<file path="src/rtl/bp_pkg.sv">
// Shared types and defaults for the dynamic branch predictor.
package bp_pkg;

  // 2-bit saturating counter states
  typedef enum logic [1:0] {
    SNT = 2'b00,
    WNT = 2'b01,
    WT  = 2'b10,
    ST  = 2'b11
  } ctr_state_e;

  localparam int unsigned DEFAULT_PC_WIDTH   = 16;
  localparam int unsigned DEFAULT_INDEX_BITS = 4;

  // Tag covers PC bits above the index; PC[0] is never used.
  function automatic int unsigned tag_width(input int unsigned pc_w,
                                            input int unsigned idx_b);
    return pc_w - idx_b - 1;
  endfunction

  localparam int unsigned DEFAULT_TAG_WIDTH =
    tag_width(DEFAULT_PC_WIDTH, DEFAULT_INDEX_BITS);

endpackage

</file>
<file path="src/rtl/bp_sat_counter.sv">
// 2-bit saturating counter next-state logic.
module bp_sat_counter
  import bp_pkg::*;
(
  input  logic [1:0] state_i,
  input  logic       taken_i,
  output logic [1:0] state_o
);

  ctr_state_e cur;
  ctr_state_e nxt;

  // Step toward ST on taken, toward SNT on not-taken, holding at the ends
  always_comb begin
    cur = ctr_state_e'(state_i);
    nxt = cur;
    unique case (cur)
      SNT: nxt = taken_i ? WNT : SNT;
      WNT: nxt = taken_i ? WT  : SNT;
      WT:  nxt = taken_i ? ST  : WNT;
      ST:  nxt = taken_i ? ST  : WT;
      default: nxt = WNT;
    endcase
    state_o = nxt;
  end

endmodule

</file>
<file path="src/rtl/dynamic_branch_predictor.sv">
// Direct-mapped, tagged 2-bit-counter branch predictor with target storage,
// decode-stage resolution and a saturating mispredict counter.
module dynamic_branch_predictor
  import bp_pkg::*;
#(
  parameter int unsigned PC_WIDTH   = DEFAULT_PC_WIDTH,
  parameter int unsigned INDEX_BITS = DEFAULT_INDEX_BITS
) (
  input  logic                clk,
  input  logic                rst,
  input  logic [PC_WIDTH-1:0] IF_PC,
  input  logic [PC_WIDTH-1:0] ID_PC,
  input  logic                ID_is_branch,
  input  logic                ID_pred_taken,
  input  logic [PC_WIDTH-1:0] ID_pred_target,
  input  logic                actual_taken,
  input  logic [PC_WIDTH-1:0] actual_target,
  input  logic                update_en,
  output logic                pred_taken,
  output logic [PC_WIDTH-1:0] pred_target,
  output logic                branch_mispredicted,
  output logic                branch_taken,
  output logic [PC_WIDTH-1:0] recovery_PC,
  output logic [15:0]         mispredict_count
);

  localparam int unsigned TAG_W   = tag_width(PC_WIDTH, INDEX_BITS);
  localparam int unsigned ENTRIES = 2 ** INDEX_BITS;
  localparam logic [PC_WIDTH-1:0] PC_STEP = PC_WIDTH'(2);

  logic                valid_q  [ENTRIES];
  logic                valid_d  [ENTRIES];
  logic [TAG_W-1:0]    tag_q    [ENTRIES];
  logic [TAG_W-1:0]    tag_d    [ENTRIES];
  ctr_state_e          ctr_q    [ENTRIES];
  ctr_state_e          ctr_d    [ENTRIES];
  logic [PC_WIDTH-1:0] target_q [ENTRIES];
  logic [PC_WIDTH-1:0] target_d [ENTRIES];
  logic [15:0]         count_q;
  logic [15:0]         count_d;

  logic [INDEX_BITS-1:0] if_idx;
  logic [TAG_W-1:0]      if_tag;
  logic                  if_hit;
  logic [INDEX_BITS-1:0] id_idx;
  logic [TAG_W-1:0]      id_tag;
  logic                  id_hit;
  logic                  do_update;
  logic [1:0]            ctr_stepped;
  logic                  unused_pc_lsb;

  assign unused_pc_lsb = IF_PC[0] ^ ID_PC[0];

  // Fetch-stage lookup; reads registered state only, so no same-cycle bypass
  always_comb begin
    if_idx      = IF_PC[INDEX_BITS:1];
    if_tag      = IF_PC[PC_WIDTH-1:INDEX_BITS+1];
    if_hit      = valid_q[if_idx] && (tag_q[if_idx] == if_tag);
    pred_taken  = if_hit && ctr_q[if_idx][1];
    pred_target = if_hit ? target_q[if_idx] : '0;
  end

  // Decode-stage resolution outputs
  always_comb begin
    branch_taken        = ID_is_branch && actual_taken;
    branch_mispredicted = ID_is_branch &&
                          ((ID_pred_taken != actual_taken) ||
                           (actual_taken && (ID_pred_target != actual_target)));
    recovery_PC         = actual_taken ? actual_target : (ID_PC + PC_STEP);
    mispredict_count    = count_q;
  end

  bp_sat_counter u_sat_counter (
    .state_i (ctr_q[id_idx]),
    .taken_i (actual_taken),
    .state_o (ctr_stepped)
  );

  // Table update: train on a hit, allocate on a miss
  always_comb begin
    id_idx    = ID_PC[INDEX_BITS:1];
    id_tag    = ID_PC[PC_WIDTH-1:INDEX_BITS+1];
    id_hit    = valid_q[id_idx] && (tag_q[id_idx] == id_tag);
    do_update = ID_is_branch && update_en;
    valid_d   = valid_q;
    tag_d     = tag_q;
    ctr_d     = ctr_q;
    target_d  = target_q;
    if (do_update) begin
      if (id_hit) begin
        ctr_d[id_idx] = ctr_state_e'(ctr_stepped);
        if (actual_taken) begin
          target_d[id_idx] = actual_target;
        end
      end else begin
        valid_d[id_idx]  = 1'b1;
        tag_d[id_idx]    = id_tag;
        ctr_d[id_idx]    = actual_taken ? WT : WNT;
        target_d[id_idx] = actual_target;
      end
    end
  end

  // Count committed mispredictions, saturating at all-ones
  always_comb begin
    count_d = count_q;
    if (do_update && branch_mispredicted && (count_q != '1)) begin
      count_d = count_q + 16'd1;
    end
  end

  // Table and counter state registers
  always_ff @(posedge clk or posedge rst) begin
    if (rst) begin
      for (int unsigned i = 0; i < ENTRIES; i++) begin
        valid_q[i]  <= 1'b0;
        tag_q[i]    <= '0;
        ctr_q[i]    <= WNT;
        target_q[i] <= '0;
      end
      count_q <= '0;
    end else begin
      valid_q  <= valid_d;
      tag_q    <= tag_d;
      ctr_q    <= ctr_d;
      target_q <= target_d;
      count_q  <= count_d;
    end
  end

endmodule

</file>
<file path="config.mk">
export PLATFORM = sky130hd
export DESIGN_NAME = dynamic_branch_predictor
export DESIGN_NICKNAME = d
export VERILOG_FILES = /design/src/rtl/bp_pkg.sv /design/src/rtl/bp_sat_counter.sv /design/src/rtl/dynamic_branch_predictor.sv
export SDC_FILE = /design/constraint.sdc
export NUM_CORES = 1
export LEC_CHECK = 0
export ABC_AREA = 1
export BUFFER_PORTS_ARGS = -buffer_cell sky130_fd_sc_hd__buf_2
export CAP_MARGIN = 10
export CORE_ASPECT_RATIO = 1.75
export CORE_UTILIZATION = 35
export DETAILED_ROUTE_END_ITERATION = 10
export SKIP_LAST_GASP = 1
export SYNTH_ARGS = -nofsm -noshare
export SYNTH_HDL_FRONTEND = slang
export SYNTH_SLANG_ARGS = --single-unit
</file>
<file path="constraint.sdc">
create_clock -name clk -period 29.8 [get_ports clk]
set_input_delay 1.49 -clock clk [delete_from_list [all_inputs] [get_ports clk]]
set_output_delay 1.49 -clock clk [all_outputs]
set_load 0.05 [all_outputs]
</file>
======== Word-level counts from Yosys, hierarchy flattened ========
Index checks and enable logic that the tools add are counted.
operators by class
  eq/ne operators ......................... 9
  reduce and logical (&&, ||, !) cells .... 14
  $add $sub $neg .......................... 2
  mux-type cells .......................... 44
  bitwise gates (word level) .............. 4
  magnitude comparators ................... 3
operator list
  operator                 number
  $mux W256                2
  $bwmux W256              1
  $bwmux W176              1
  $bmux W11 S4             2
  $mux W16                 5
  $bmux W16 S4             1
  $bwmux W32               2
  $demux W16 S4            1
  $mux W11                 5
  $demux W11 S4            1
  $mux W32                 1
  $eq A11 B11 Y1           2
  $add A16 B1 Y16 const B  1
  $add A16 B2 Y16 const B  1
  $bmux W2 S4              2
  $mux W2                  8
  $ne A16 B16 Y1           1
  $ne A16 B16 Y1 const B   1
  $or A16 B16 Y16          1
  $ge A5 B5 Y1 const B     2
  $logic_and A1 B1 Y1      10
  $not A4 Y5               2
  $bmux W1 S4              2
  $demux W2 S4             1
  12 further kinds         20
storage, ports and cells
  input port bits ......................... 70
  logic and storage cells ................. 141
  bits in registers ....................... 496
  output and inout port bits .............. 51

======== Depth between registers and ports, before layout ========
  word-level depth ........................ 8
  gate-level depth with buffers ........... 21
  gate-level depth less buffers ........... 17

======== Cells and area by module ========
A second synthesis with hierarchy kept.
unflattened totals
  cell total of the unflattened synthesis .. 3,502
  area total of the unflattened synthesis .. 26,613.0 um^2
by module, submodules not included
  module                    sequential area each (um^2)  area an instance (um^2)  cells each  times used
  dynamic_branch_predictor  12,431.9                     26,591.8                 3,497       1
  bp_sat_counter            0.0                          21.3                     5           1

======== Worst setup path after synthesis ========
OpenSTA, ideal clock, no wires.
  path kind ............................... reg2out
  start point ............................. register tag_q[26] (netlist bit)
  end point ............................... output port pred_target[10]
  setup slack ............................. 26.069 ns
  data required time ...................... 28.310 ns
  cell stages (with the launch flop) ...... 13
  data arrival time ....................... 2.241 ns
  buffers on the path ..................... 1
  path through ............................ dfrtp_1 > inv_1 > a21oi_1 > o21ai_0 > nand3_1 > o21ai_0 > o21ai_0 > xnor2_1 > nand3_1 > nor2_1 > nand3b_1 > clkbuf_1 > nor2_1
between the ends
  longest elaborated chain between the ends .. 6
RTL lines
  element                                       RTL line                         source
  from (decl)                                   dynamic_branch_predictor.sv:33   logic [TAG_W-1:0] tag_q [ENTRIES];
  from (signal assigned)                        dynamic_branch_predictor.sv:124  tag_q <= tag_d;
  $bmux W11 S4                                  dynamic_branch_predictor.sv:58   if_hit = valid_q[if_idx] && (tag_q[if_idx] == if_tag);
  $mux W11 (not written as such) (2 in series)  dynamic_branch_predictor.sv:58
  $eq A11 B11 Y1                                dynamic_branch_predictor.sv:58
  $logic_and A1 B1 Y1                           dynamic_branch_predictor.sv:58
  $mux W16                                      dynamic_branch_predictor.sv:60   pred_target = if_hit ? target_q[if_idx] : '0;
  to (decl)                                     dynamic_branch_predictor.sv:20   output logic [PC_WIDTH-1:0] pred_target,
Every way passes these cells. The select of a mux whose other input is x is not followed.

======== Worst setup path after layout ========
  start point ............................. input port IF_PC[2]
  end point ............................... output port pred_target[0]
between the ends
  longest elaborated chain between the ends .. 7
  elaborated cells on any way between the ends .. 13
  classes of those cells .................. eq/ne: 1; mux: 10; bitwise: 1; reduce/logical: 1
RTL lines
  element                                       RTL line                                                        source
  from (decl)                                   dynamic_branch_predictor.sv:11                                  input logic [PC_WIDTH-1:0] IF_PC,
  $not A4 Y5 (not written as such) *            dynamic_branch_predictor.sv:58, dynamic_branch_predictor.sv:60
  $bmux W11 S4                                  dynamic_branch_predictor.sv:58
  $mux W11 (not written as such) (2 in series)  dynamic_branch_predictor.sv:58
  $eq A11 B11 Y1                                dynamic_branch_predictor.sv:58
  $logic_and A1 B1 Y1                           dynamic_branch_predictor.sv:58
  $mux W16 *                                    dynamic_branch_predictor.sv:60
Mark *: on every way between the ends. The rest lies on a longest branch, timed or not. The select of a mux whose other input is x is not followed.

==> impl_metrics.env <==
export IMPL_syn_avg_cell_area_um2=7.13
export IMPL_cp_end_kind="output pin"
export IMPL_r2r_cells=16
export IMPL_fillCellCount=8434
export IMPL_start_util_pct=35.4
export IMPL_place_ws_ns=22.68
export IMPL_groute_usage_overall_pct=23.3
export IMPL_synth_seq_cells=496
export IMPL_pwr_share_comb_pct=19.8
export IMPL_numPortBuffers=119
export IMPL_hold_path_class="reg -> reg"
export IMPL_hold_buffers=0
export IMPL_drv_cap=0
export IMPL_place_area_um2=28900
export IMPL_area_growth_pct=9.41
export IMPL_first_pass_iters=6
export IMPL_routed_wl_um=95400
export IMPL_drtAntennaViolNets=0
export IMPL_cp_required_ns=28.31
export IMPL_max_slew_margin_rel_pct=16.9
export IMPL_start_kind="input pin"
export IMPL_clockRootBuffer="clkbuf_16"
export IMPL_gp_congestion=0.882
export IMPL_rows=136
export IMPL_cts_buffer_depth=3
export IMPL_grt_pass1_vias=24600
export IMPL_clk_latency_ns=0.61
export IMPL_min_period_ns=7.29
export IMPL_antenna_found_initial=4
export IMPL_fin_skew_ns=0.0308
export IMPL_die_y_um=375
export IMPL_seq_power_share_pct=46.7
export IMPL_nets=3911
export IMPL_p_sw_uw=593
export IMPL_h_tree_depth=2
export IMPL_hpwl_um=58600
export IMPL_numCtsBuffers=49
export IMPL_p_int_uw=1260
export IMPL_finalHoldViolCount=0
export IMPL_ys_warnings_count=0
export IMPL_cts_tree="yes"
export IMPL_async_flop_share_pct=100
export IMPL_outcome="complete, no violations"
export IMPL_synthCells=3910
export IMPL_cp_arrival_ns=5.80
export IMPL_fin_ws_ns=22.51
export IMPL_dieWidth_um=215
export IMPL_drc_errors=0
export IMPL_cts_setup_buffers=0
export IMPL_cts_resized=0
export IMPL_seq_area_frac_synth_pct=44.6
export IMPL_path_clk_slew_ns=0.06
export IMPL_final_area_um2=30500
export IMPL_setup_violations=0
export IMPL_grt_max_degree=193
export IMPL_fin_crit_sh_pct=24.5
export IMPL_worstMarginPinSlew_ns=1.24
export IMPL_slew_violations=0
export IMPL_grt_setup_unrepaired="false"
export IMPL_crit_type="in -> out"
export IMPL_grt_pass1_wl_um=146000
export IMPL_ir_drop_uv=42.4
export IMPL_drt_initial_drc_count=2407
export IMPL_clkPwrFrac_pct=33.5
export IMPL_switching_share_pct=32.0
export IMPL_fin_setup_tns_ns=0
export IMPL_io_pins=121
export IMPL_final_layout_size_suffix_gt1_share_pct=8.18
export IMPL_leakage_uw=0.0155
export IMPL_die_area_um2=80800
export IMPL_worstPathMaxFanout=69
export IMPL_via_per_inst=5.24
export IMPL_ys_flop_type="dfrtp_1"
export IMPL_syn_nets=3985
export IMPL_p_per_area_nw_per_um2=60.7
export IMPL_dr_total_vias=25700
export IMPL_ys_types=38
export IMPL_max_freq_mhz=137
export IMPL_gr_total_overflow=0
export IMPL_synth_edff_count=0
export IMPL_core_um2=78600
export IMPL_cts_sinks=496
export IMPL_antenna_cells=0
export IMPL_syn_area_um2=27900
export IMPL_avgRoutedWirePerCell_um=19.4
export IMPL_hold_path_depth=2
[critical path, stage by stage]
cell      delay [ns]
buf_4           0.55
buf_4           0.83
o21ai_0         0.26
a21oi_1         0.18
o21ai_0         0.10
o21ai_0         0.59
xnor2_1         0.19
nand3_1         0.08
nor2_1          0.13
nand3b_1        0.65
nor2_1          0.34
buf_2           0.31
[cells by family after synthesis]
| kind of cell | after synthesis | synth area share, % |
|---|---|---|
| mux | 65 | 2.40 |
| buf+inv | 622 | 9.03 |
| flops | 496 | 44.6 |
| compound gates | 655 | 12.6 |
| xor+xnor | 32 | 1.01 |
| fa+ha+maj | 5 | 0.225 |
| simple gates | 2035 | 30.1 |
[cells in the mapped netlist, types with 3 or more instances]
cell type / n / area [um^2]
a21oi_1: 161 / 806
buf_1: 52 / 195
buf_2: 106 / 531
buf_4: 10 / 75.1
clkbuf_1: 121 / 454
clkbuf_2: 10 / 50.1
clkinv_1: 4 / 15.0
dfrtp_1: 480 / 12000
dfstp_2: 16 / 420
ha_1: 5 / 62.6
inv_1: 315 / 1180
inv_2: 4 / 15.0
mux2_2: 15 / 169
mux2i_1: 50 / 500
nand2_1: 1335 / 5010
nand2_2: 16 / 100
nand3_1: 445 / 2230
nand4_1: 28 / 175
nor2_1: 182 / 683
nor2_2: 4 / 25.0
nor3_1: 9 / 45.0
nor4_1: 3 / 18.8
o211ai_1: 90 / 676
o21ai_0: 373 / 1870
o21ai_1: 19 / 95.1
o22ai_1: 8 / 50.1
or2_2: 8 / 50.1
xnor2_1: 12 / 105
xor2_1: 20 / 175
[power groups by stage]
stage / combinational (uW) / clock [uW] / sequential, uW
floorplan: 259 / 0 / 877
global placement: 360 / 0 / 872
detailed placement: 366 / 0 / 875
CTS: 368 / 628 / 864
global route: 419 / 652 / 880
finish: 366 / 620 / 866
[placed cells by master, fill, tap and decap left out, types with 7 or more instances in the layout]
cell	Yosys	routed
xnor2_1	12	12
a21oi_1	161	161
mux2i_1	50	50
inv_1	315	314
nor2_2	4	11
o22ai_1	8	8
nand2_2	16	16
dfrtp_1	480	480
clkbuf_1	121	22
xor2_1	20	20
mux2_2	15	15
nor2_1	182	175
nand3_1	445	445
o21ai_0	373	373
o21ai_1	19	19
nor3_1	9	9
buf_2	106	116
o211ai_1	90	90
nand2_1	1335	1335
dfstp_2	16	16
clkbuf_16	0	51
clkbuf_8	0	7
nand4_1	28	28
buf_4	10	53
or2_2	8	8
[per-stage QoR]
step	utilization, %	instances	total power [uW]	hold WS, ns
finish	38.8	4910	1850	0.468
global route	38.8	4910	1950	0.488
CTS	38.8	4909	1860	0.467
detailed placement	36.8	4819	1240	0.453
global placement	36.8	4819	1230	0.448
floorplan	-	3910	1140	0.436
[routing by layer]
| metal | vias to the layer above | share of wire [%] | GRT usage (%) |
|---|---|---|---|
| met2 | 821 | 50 | 41.3 |
| met4 | 8 | 5.0 | 11.5 |
| met5 | - | 0.048 | 0 |
| li1 | 12400 | - | - |
| met1 | 12300 | 40 | 28.0 |
| met3 | 200 | 4.9 | 2.41 |
[registers in the layout, indices dropped and copies added (netlist names)]
register	count
target_q	256
mispredict_count	16
tag_q	176
ctr_q	32
valid_q	16
[final cells by class]
cell class / instances / area, um^2 / share of cell area, %
sequential: 496 / 12400 / 40.8
tap: 1035 / 1290 / 4.25
timing repair buffer: 174 / 1060 / 3.49
multi-input combinational: 2792 / 12900 / 42.4
clock buffer: 80 / 1460 / 4.77
inverter: 323 / 1220 / 4.01
clock inverter: 10 / 85.1 / 0.279
[final timing paths]
path	start	endpoint	slack, ns
worst min-delay path	target_q[50]	target_q[50]	0.47
worst max-delay path	IF_PC[2]	pred_target[0]	22.51
worst min register to register	target_q[50]	target_q[50]	0.47
min in group asynchronous	rst	tag_q[30]	1.03
worst max register to register	tag_q[162]	target_q[133]	25.87
max in group asynchronous	rst	mispredict_count[13]	26.31
(Power assumes the default switching activity.)
